==> config.mk <==
export PLATFORM = sky130hd
export DESIGN_NAME = mem_port_arbiter
export DESIGN_NICKNAME = d
export VERILOG_FILES = /design/src/rtl/mem_port_arbiter.sv
export SDC_FILE = /design/constraint.sdc
export NUM_CORES = 1
export LEC_CHECK = 0
export CORE_MARGIN = 2
export CORE_UTILIZATION = 32
export DETAILED_ROUTE_END_ITERATION = 10
export PLACE_DENSITY = 0.68
export SLEW_MARGIN = 40
export SYNTH_ARGS = -nofsm -noshare
export SYNTH_HDL_FRONTEND = slang
export SYNTH_SLANG_ARGS = --single-unit
==> constraint.sdc <==
create_clock -name clk -period 1.6 [get_ports clk]
set_input_delay 0.32 -clock clk [delete_from_list [all_inputs] [get_ports clk]]
set_output_delay 0.32 -clock clk [all_outputs]
set_load 0.01 [all_outputs]
==> src/rtl/mem_port_arbiter.sv <==
// mem_port_arbiter
//   Shares one memory port between instruction fetch (I), core load/store (D)
//   and the accelerator DMA (A). Fixed priority D > I > A; A is promoted to
//   top priority after STARVE_LIMIT lost arbitrations. One transaction is in
//   flight at a time: IDLE (arbitrate) -> BUSY (wait mem_ready or timeout)
//   -> RESP (one-cycle done pulse) -> IDLE.
// Ports:
//   clk, rst                     clock, synchronous active-high reset
//   i_req/i_addr                 fetch request (read only)
//   d_req/d_we/d_addr/d_wdata    load/store request
//   a_req/a_we/a_addr/a_wdata    DMA request
//   *_rdata, *_done              per-requester read data and completion pulse
//   err                          high with the done pulse of an aborted access
//   mem_valid/we/addr/wdata      memory request, held stable while busy
//   mem_rdata, mem_ready         memory response
//   owner                        0 none, 1 I, 2 D, 3 A
//   busy                         transaction in progress
module mem_port_arbiter #(
  parameter int unsigned AW           = 19,
  parameter int unsigned DW           = 19,
  parameter int unsigned STARVE_LIMIT = 8,
  parameter int unsigned TIMEOUT      = 64
) (
  input  logic          clk,
  input  logic          rst,
  input  logic          i_req,
  input  logic [AW-1:0] i_addr,
  output logic [DW-1:0] i_rdata,
  output logic          i_done,
  input  logic          d_req,
  input  logic          d_we,
  input  logic [AW-1:0] d_addr,
  input  logic [DW-1:0] d_wdata,
  output logic [DW-1:0] d_rdata,
  output logic          d_done,
  input  logic          a_req,
  input  logic          a_we,
  input  logic [AW-1:0] a_addr,
  input  logic [DW-1:0] a_wdata,
  output logic [DW-1:0] a_rdata,
  output logic          a_done,
  output logic          err,
  output logic          mem_valid,
  output logic          mem_we,
  output logic [AW-1:0] mem_addr,
  output logic [DW-1:0] mem_wdata,
  input  logic [DW-1:0] mem_rdata,
  input  logic          mem_ready,
  output logic [1:0]    owner,
  output logic          busy
);

  localparam int unsigned SW = $clog2(STARVE_LIMIT + 1);
  localparam int unsigned TW = $clog2(TIMEOUT + 1);

  typedef enum logic [1:0] {IDLE, BUSY, RESP} state_t;
  typedef enum logic [1:0] {OWN_NONE, OWN_I, OWN_D, OWN_A} own_t;

  state_t        state_q,     state_d;
  own_t          owner_q,     owner_d;
  logic          mem_valid_q, mem_valid_d;
  logic          mem_we_q,    mem_we_d;
  logic [AW-1:0] mem_addr_q,  mem_addr_d;
  logic [DW-1:0] mem_wdata_q, mem_wdata_d;
  logic [DW-1:0] i_rdata_q,   i_rdata_d;
  logic [DW-1:0] d_rdata_q,   d_rdata_d;
  logic [DW-1:0] a_rdata_q,   a_rdata_d;
  logic          abort_q,     abort_d;
  logic [SW-1:0] starve_q,    starve_d;
  logic [TW-1:0] tmo_q,       tmo_d;
  own_t          grant;

  always_ff @(posedge clk) begin
    if (rst) begin
      state_q     <= IDLE;
      owner_q     <= OWN_NONE;
      mem_valid_q <= 1'b0;
      mem_we_q    <= 1'b0;
      mem_addr_q  <= '0;
      mem_wdata_q <= '0;
      i_rdata_q   <= '0;
      d_rdata_q   <= '0;
      a_rdata_q   <= '0;
      abort_q     <= 1'b0;
      starve_q    <= '0;
      tmo_q       <= '0;
    end else begin
      state_q     <= state_d;
      owner_q     <= owner_d;
      mem_valid_q <= mem_valid_d;
      mem_we_q    <= mem_we_d;
      mem_addr_q  <= mem_addr_d;
      mem_wdata_q <= mem_wdata_d;
      i_rdata_q   <= i_rdata_d;
      d_rdata_q   <= d_rdata_d;
      a_rdata_q   <= a_rdata_d;
      abort_q     <= abort_d;
      starve_q    <= starve_d;
      tmo_q       <= tmo_d;
    end
  end

  always_comb begin
    state_d     = state_q;
    owner_d     = owner_q;
    mem_valid_d = mem_valid_q;
    mem_we_d    = mem_we_q;
    mem_addr_d  = mem_addr_q;
    mem_wdata_d = mem_wdata_q;
    i_rdata_d   = i_rdata_q;
    d_rdata_d   = d_rdata_q;
    a_rdata_d   = a_rdata_q;
    abort_d     = abort_q;
    starve_d    = starve_q;
    tmo_d       = tmo_q;
    grant       = OWN_NONE;

    // A starved for STARVE_LIMIT arbitrations overrides the fixed order.
    if (a_req && (starve_q == SW'(STARVE_LIMIT))) grant = OWN_A;
    else if (d_req)                               grant = OWN_D;
    else if (i_req)                               grant = OWN_I;
    else if (a_req)                               grant = OWN_A;

    unique case (state_q)
      IDLE: begin
        tmo_d = '0;
        if (grant != OWN_NONE) begin
          state_d     = BUSY;
          owner_d     = grant;
          mem_valid_d = 1'b1;
          abort_d     = 1'b0;
          unique case (grant)
            OWN_D: begin
              mem_we_d    = d_we;
              mem_addr_d  = d_addr;
              mem_wdata_d = d_wdata;
            end
            OWN_A: begin
              mem_we_d    = a_we;
              mem_addr_d  = a_addr;
              mem_wdata_d = a_wdata;
            end
            default: begin
              mem_we_d    = 1'b0;
              mem_addr_d  = i_addr;
              mem_wdata_d = '0;
            end
          endcase
          if (grant == OWN_A)
            starve_d = '0;
          else if (a_req && (starve_q != SW'(STARVE_LIMIT)))
            starve_d = starve_q + 1'b1;
        end
      end
      BUSY: begin
        if (mem_ready) begin
          mem_valid_d = 1'b0;
          state_d     = RESP;
          if (!mem_we_q) begin
            unique case (owner_q)
              OWN_I:   i_rdata_d = mem_rdata;
              OWN_D:   d_rdata_d = mem_rdata;
              OWN_A:   a_rdata_d = mem_rdata;
              default: ;
            endcase
          end
        end else begin
          tmo_d = tmo_q + 1'b1;
          if (tmo_q == TW'(TIMEOUT - 1)) begin
            mem_valid_d = 1'b0;
            abort_d     = 1'b1;
            state_d     = RESP;
          end
        end
      end
      RESP: begin
        state_d = IDLE;
        owner_d = OWN_NONE;
        tmo_d   = '0;
      end
      default: state_d = IDLE;
    endcase
  end

  // Done/err are decoded from the RESP state so they last exactly one cycle.
  assign i_done    = (state_q == RESP) && (owner_q == OWN_I);
  assign d_done    = (state_q == RESP) && (owner_q == OWN_D);
  assign a_done    = (state_q == RESP) && (owner_q == OWN_A);
  assign err       = (state_q == RESP) && abort_q;
  assign busy      = (state_q != IDLE);
  assign owner     = owner_q;
  assign mem_valid = mem_valid_q;
  assign mem_we    = mem_we_q;
  assign mem_addr  = mem_addr_q;
  assign mem_wdata = mem_wdata_q;
  assign i_rdata   = i_rdata_q;
  assign d_rdata   = d_rdata_q;
  assign a_rdata   = a_rdata_q;

endmodule

==> results.md, run 1 <==
* Outcome: finished, violations left
* Violated checks: setup timing
* Power consumption at 7.85 mW
* Final Cycle Share at 101%
* End of the worst hold path: starve_q[1]
* Final Cell Area at 7930 um2
* # IOs at 226
* Area Growth Syn to Fin at 71.7%
* CP max stage cell: a222oi_1
* Post-synth net total at 618
* Min-delay src: rst
* Fmax at 618 MHz
* Via count at 4658
* Die height at 124 um
* Yosys top cell by area: dfxtp_1
* H-tree levels at 4
* Worst Hold Depth at 2
* Pwr dens at 990 nW/um2
* CTS Buf Count at 17
* Fin cells at 927
* WHS at 0.275 ns
* EDFF count, synth at 0
* Crit-path leading delay family: compound AO/OA/AOI/OAI gates
* Seq/Total Area, Yosys at 49.0%
* Setup violators final at 6
* CTS tree: done
* Vias per inst at 5.02
* Global placement routability congestion at 0.742
* Final Hold Viols at 0
* WP data arrival at 1.90 ns
* Critical Path Sink Type: flop
* Die area at 15400 um2
* Worst path bufs/invs at 3
* First-pass GRT wire length at 22.1 mm
* Commonest non-fill, non-tap cell in the layout: clkdlybuf4s50_1
* Clock Skew at 0.00688 ns
* Distinct cells, synth at 48
* Setup CP Type: flop to flop
* Slack of the critical path at -0.0193 ns
* Crit path largest cell delay at 0.34 ns
* Setup TNS at -0.0610 ns
* CTS max path bufs at 2
* Place WS at -0.341 ns
* Port Buf Inserts at 225
* Row cnt at 43
* CP Max Fanout at 12
* Flops & latches, synth at 113
* Synth Warn # at 0
* Crit path cell chain: inv_2 -> ha_4 -> nand4b_4 -> buf_6 -> o21ai_4 -> buf_12 -> a222oi_1 -> a211oi_1
* Worst Reg-to-Reg Cells at 8
* Largest net degree at the start of global routing at 50
* N_diodes at 0
* Top_reg_cell synth: dfxtp_1
* Grt ovf at 0
* Antenna Nets Post-Route at 0
* GRT Total Usage at 18.6%
* Initial antenna violation count at 0
* Reg2reg setup slack at -0.02 ns
* Remaining DRCs at 0
* Die Wd at 124 um
* Stages on worst setup path at 8
* Post-layout min period at 1.62 ns
* Hold crit path type: input pin to flop
* Layout cells sized above 1 at 14.6%
* RSZ-0062 raised after global routing: yes
* Leak at 3.71 nW
* Total core area at 14000 um2
* Reg clk slew, reported paths at 0.05 ns
* Relative slew slack at 78.1%
* Initial cell density of the core at 33.0%
* Crit Reg-Reg Startpoint: starve_q[0]
* Clock Latency Late Sink at 0.41 ns
* Worst EP required at 1.88 ns
* CTS Hold Bufs at 0
* Final HPWL DP at 10.3 mm
* Cell Area, Synth at 4620 um2
* Finished Core Util at 56.7%
* Setup crit start kind: flop
* Drt total wl at 14.7 mm
* Most frequent cells in the layout: clkdlybuf4s50_1 (120), dfxtp_1 (108), dlygate4sd2_1 (97)
* Max Slew Vio Count at 0
* Cell count after synthesis at 493
* FFs w/ async S/R, synth at 0%
* Top-area cell type share of the netlist area at 49.0%
* Reg-to-Reg End: mem_addr[15]
* Root Buffer: clkbuf_16
* Average size of a mapped cell at 9.37 um2
* Worst vdd ir at 0.759 mV
* Drt initial violations at 256
* Maxcap violations at 0
* Fin nets at 863
* Main area contributors after synthesis: dfxtp_1 (49%), mux2i_1 (8.2%), nor2_1 (7.2%)
* Drt first pass iters at 6
* Worst-Margin Slew at 0.327 ns
* Cell total after placement at 894
* CTS Sinks at 113
* WL/cell at 15.8 um
* Vias in the first global route at 4538
* Placed Area at 7320 um2
[layout make-up]
| cell class | instances | area (um2) |
|---|---|---|
| Clock buffer | 22 | 474 |
| Clock inverter | 6 | 60.1 |
| Fill cell | 1267 | 6060 |
| Inverter | 5 | 21.3 |
| Multi-Input combinational cell | 334 | 2240 |
| Sequential cell | 113 | 2270 |
| Tap cell | 180 | 225 |
| Timing Repair Buffer | 267 | 2640 |
[logic make-up after synthesis]
kind of cell | after synthesis | synth area share [%]
buffers and inverters | 46 | 4.82
adders and majority gates | 3 | 0.813
muxes | 40 | 8.72
and+or+nand+nor | 191 | 18.6
DFF | 113 | 49.0
xor gates and xnor gates | 3 | 0.569
AOI/OAI and AO/OA | 97 | 17.5
[cell usage after synthesis, types with 2 or more instances]
cell type and n:
a221oi_1 10, ha_1 3, and2_1 2, nor3_1 22
nand3_1 2, buf_6 3, a21oi_1 25, mux2i_1 38
inv_1 5, a2bb2oi_1 2, dfxtp_1 113, nand2b_1 3
a221oi_2 10, nand4_1 3, mux2_1 2, and3_1 4
a222oi_1 19, or3_1 2, a31oi_1 2, clkbuf_1 19
or4_1 2, buf_4 3, buf_1 3, buf_2 13
nand3b_1 4, xor2_1 3, a211oi_1 19, nor2_1 89
nand2_1 49
[sequential cells by signal, indices dropped and copies added, names as in the netlist, 2 cells and up]
register	flops
d_rdata	19
tmo_q	7
mem_wdata	19
i_rdata	19
a_rdata	19
mem_addr	19
starve_q	4
owner	2
state_q	2
[where the power goes]
group | total (mW) | internal, mW | switching (mW)
clock | 3.42 | 2.20 | 1.22
sequential | 3.05 | 2.97 | 0.0808
combinational | 1.37 | 0.746 | 0.629
[worst reg2reg max path, stage by stage (launching register included)]
cell	delay, ns
dfxtp_2	0.33
inv_2	0.04
ha_4	0.16
nand4b_4	0.10
buf_6	0.11
o21ai_4	0.10
buf_12	0.17
a222oi_1	0.34
a211oi_1	0.13
[per-layer routing]
layer / vias up / global-route usage, % / share of wire, %
met2: 219 / 32.3 / 48
li1: 2266 / - / -
met3: 24 / 6.96 / 10
met4: 0 / 7.58 / 1.8
met1: 2149 / 20.5 / 40
met5: - / 0 / 0
[what timing repair did]
item,CTS,global route
gates resized for setup,133,22
endpoints found under the setup margin,133,45
pin swaps,20,23
cloned,2,1
setup buffers,1,1
[how the worst max path moves through the flow]
stage / from / end
after floorplan: starve_q[0] / mem_wdata[11]
after global placement: a_req / mem_wdata[14]
after detailed placement: a_req / mem_addr[12]
after CTS: starve_q[0] / mem_addr[10]
after global routing: starve_q[0] / mem_addr[10]
final: starve_q[0] / mem_addr[15]
No activity file was read; power rests on OpenSTA's default activity.
==> run 2, diff against run 1 <==
HOLD_SLACK_MARGIN = 0.05   (was unset)
RECOVER_POWER = 25   (was unset)
clock period = 1.4 ns   (was 1.6 ns; I/O delays follow)
==> run 2 against run 1 <==
  * The run still ends with setup timing left
  * Fmax fell by 2.0%
  * Utilization rose by 5.7 points
  * Via count rose by 5.9%
  * Setup slack got worse by 0.23 ns
  * Critical path depth did not move
  * Count of clock-buffer cells in the layout fell by 1
  * Clock power rose by 25%
  * Design area rose by 10%
  * Clock skew fell by 0.00067 ns
  * Largest cell class unchanged
  * Combinational power rose by 29%
  * Sequential power rose by 15%
  * Global-route usage rose by 2.2 points
==> results.md, run 2 (synthesized netlist as in run 1, its figures left out) <==
* Outcome: finished, violations left (unchanged)
* Violated checks: setup timing (unchanged)
* CP max stage cell: dfxtp_2 (was a222oi_1)
* Worst path bufs/invs at 3 (unchanged)
* Seq. cell area at 2280 um2 (was 2270 um2)
* H-tree levels at 4 (unchanged)
* Die Wd at 124 um (unchanged)
* Crit-path leading delay family: compound AO/OA/AOI/OAI gates (unchanged)
* Hold crit path type: input pin to flop (unchanged)
* Maxcap violations at 0 (unchanged)
* Highest Signal Layer: met4 (unchanged)
* Clock Skew at 0.00621 ns (was 0.00688 ns)
* Drt first pass iters at 5 (was 6)
* Fin nets at 894 (was 863)
* Min-delay src: rst (unchanged)
* Final Hold Viols at 0 (unchanged)
* RSZ-0062 raised after global routing: yes (unchanged)
* Commonest non-fill, non-tap cell in the layout: clkdlybuf4s50_1 (unchanged)
* Max Slew Vio Count at 0 (unchanged)
* Met3 WL at 1.70 mm (was 1.53 mm)
* Setup crit start kind: flop (unchanged)
* Critical Path Sink Type: flop (unchanged)
* Final-layout fill cell count at 1152 (was 1267)
* Row cnt at 43 (unchanged)
* Worst vdd ir at 0.832 mV (was 0.759 mV)
* Final HPWL DP at 10.5 mm (was 10.3 mm)
* WP data arrival at 1.92 ns (was 1.90 ns)
* Met2 WL post-DR at 8.42 mm (was 7.08 mm)
* Worst Hold Depth at 2 (unchanged)
* Combinational power share at 18.5% (was 17.5%)
* CTS Hold Bufs at 0 (unchanged)
* Reg clk slew, reported paths at 0.05 ns (about the same)
* Internal power at 7.18 mW (was 5.92 mW)
* CTS tree: done (unchanged)
* Initial antenna violation count at 1 (was 0)
* Final Cell Area at 8730 um2 (was 7930 um2)
* Setup CP Type: flop to flop (unchanged)
* Final Cycle Share at 118% (was 101%)
* Initial cell density of the core at 33.0% (unchanged)
* Area Growth Syn to Fin at 88.9% (was 71.7%)
* CP Max Fanout at 11 (was 12)
* Slack of the critical path at -0.252 ns (was -0.0193 ns)
* End of the worst hold path: d_rdata[16] (was starve_q[1])
* Remaining DRCs at 0 (unchanged)
* Crit Reg-Reg Startpoint: starve_q[0] (unchanged)
* Largest net degree at the start of global routing at 39 (was 50)
* Crit path largest cell delay at 0.34 ns (about the same)
* CTS max path bufs at 2 (unchanged)
* Die area at 15400 um2 (unchanged)
* Power consumption at 9.57 mW (was 7.85 mW)
* Vias per inst at 5.12 (was 5.02)
* Root Buffer: clkbuf_16 (unchanged)
* Pwr dens at 1100 nW/um2 (was 990 nW/um2)
* Net Sw Frac at 24.9% (was 24.5%)
* Footprint of the multi-input gates at 2680 um2 (was 2240 um2)
* WL/cell at 17.3 um (was 15.8 um)
* First-pass GRT wire length at 24.5 mm (was 22.1 mm)
* Total core area at 14000 um2 (unchanged)
* CTS Sinks at 113 (unchanged)
* Stages on worst setup path at 8 (unchanged)
* Grt ovf at 0 (unchanged)
* Drt initial violations at 330 (was 256)
* GRT Total Usage at 20.8% (was 18.6%)
* # IOs at 226 (unchanged)
* Post-layout min period at 1.65 ns (was 1.62 ns)
* Port Buf Inserts at 225 (unchanged)
* Worst Reg-to-Reg Cells at 8 (unchanged)
* Global placement routability congestion at 0.832 (was 0.742)
* Reg power frac at 36.6% (was 38.9%)
* Most frequent cells in the layout: clkdlybuf4s50_1 (119), dfxtp_1 (106), dlygate4sd2_1 (93) (was clkdlybuf4s50_1 (120), dfxtp_1 (108), dlygate4sd2_1 (97))
* Leak at 4.08 nW (was 3.71 nW)
* CTS Buf Count at 17 (unchanged)
* Clock share of power at 44.9% (was 43.6%)
* Antenna Nets Post-Route at 0 (unchanged)
* Via count at 4935 (was 4658)
* Reg2reg setup slack at -0.25 ns (was -0.02 ns)
* Fmax at 605 MHz (was 618 MHz)
* Worst EP required at 1.67 ns (was 1.88 ns)
* Layout cells sized above 1 at 27.6% (was 14.6%)
* Worst-Margin Slew at 0.404 ns (was 0.327 ns)
* Switch Pwr at 2.38 mW (was 1.93 mW)
* Placed Area at 7410 um2 (was 7320 um2)
* Clock Latency Late Sink at 0.41 ns (about the same)
* Relative slew slack at 73.1% (was 78.1%)
* DRT met1 WL at 6.19 mm (was 5.81 mm)
* Die height at 124 um (unchanged)
* Crit path cell chain: inv_2 -> ha_4 -> nand4b_4 -> buf_6 -> o21ai_4 -> clkbuf_16 -> a222oi_1 -> a211oi_1 (was inv_2 -> ha_4 -> nand4b_4 -> buf_6 -> o21ai_4 -> buf_12 -> a222oi_1 -> a211oi_1)
* Vias in the first global route at 4945 (was 4538)
* Reg-to-Reg End: mem_addr[10] (was mem_addr[15])
* Setup violators final at 110 (was 6)
* Drt total wl at 16.7 mm (was 14.7 mm)
run 2: changes by cell type in the layout (fill, tap and decap cells not counted), sizes merged, moves of 3 or more:
cell | before | now
and2 | 2 | 6
buf | 45 | 75
clkdlybuf4s15 | 0 | 5
clkinv | 3 | 6
dlygate4sd2 | 97 | 93
run 2: timing repair:
action,in CTS,in global routing
gates cloned,10,2
gates resized for setup,217,72
pin swaps,55,44
buffers inserted,14,8
setup endpoints to repair,211,120
run 2: worst max path at each step:
stage	startpoint	endpoint	slack [ns]
after floorplan	starve_q[1]	mem_wdata[11]	-0.03
after global placement	a_req	mem_addr[4]	-0.45
after detailed placement	a_req	mem_addr[0]	-0.53
after CTS	starve_q[1]	mem_addr[0]	-0.21
after global routing	starve_q[0]	mem_addr[17]	-0.32
final	starve_q[0]	mem_addr[10]	-0.25
run 2: metrics by stage:
stage	util (%)	setup TNS (ns)	hold slack [ns]	setup slack, ns	cells
final	62.4	-12.64	0.261	-0.252	963
after detailed placement	53.0	-45.76	0.447	-0.533	904
after floorplan	-	-0.409	0.416	-0.0339	493
after global routing	62.4	-20.19	0.253	-0.321	963
after global placement	53.0	-41.01	0.445	-0.454	904
after CTS	60.5	-12.43	0.243	-0.209	959
run 2: power by group through the flow:
stage                     combinational, mW  sequential [mW]  clock, mW
final                                  1.77             3.50       4.29
after CTS                              1.67             3.49       4.37
after detailed placement               1.64             3.56          0
after global placement                 1.61             3.55          0
after floorplan                       0.587             3.62          0
after global routing                   1.90             3.52       4.56
run 2: metal layers:
layer	global-route usage (%)	vias to the layer above
met5	0	-
met4	9.06	0
met3	7.74	28
met2	38.4	227
met1	20.7	2334
li1	-	2346
run 2: final cells by class:
| class | instances | area share (%) |
|---|---|---|
| Inverter | 5 | 0.244 |
| Clock buffer | 21 | 5.16 |
| Tap cell | 180 | 2.58 |
| Multi-Input combinational cell | 338 | 30.7 |
| Sequential cell | 113 | 26.1 |
| Timing Repair Buffer | 294 | 33.6 |
| Antenna cell | 1 | 0.0287 |
| Clock inverter | 11 | 1.56 |
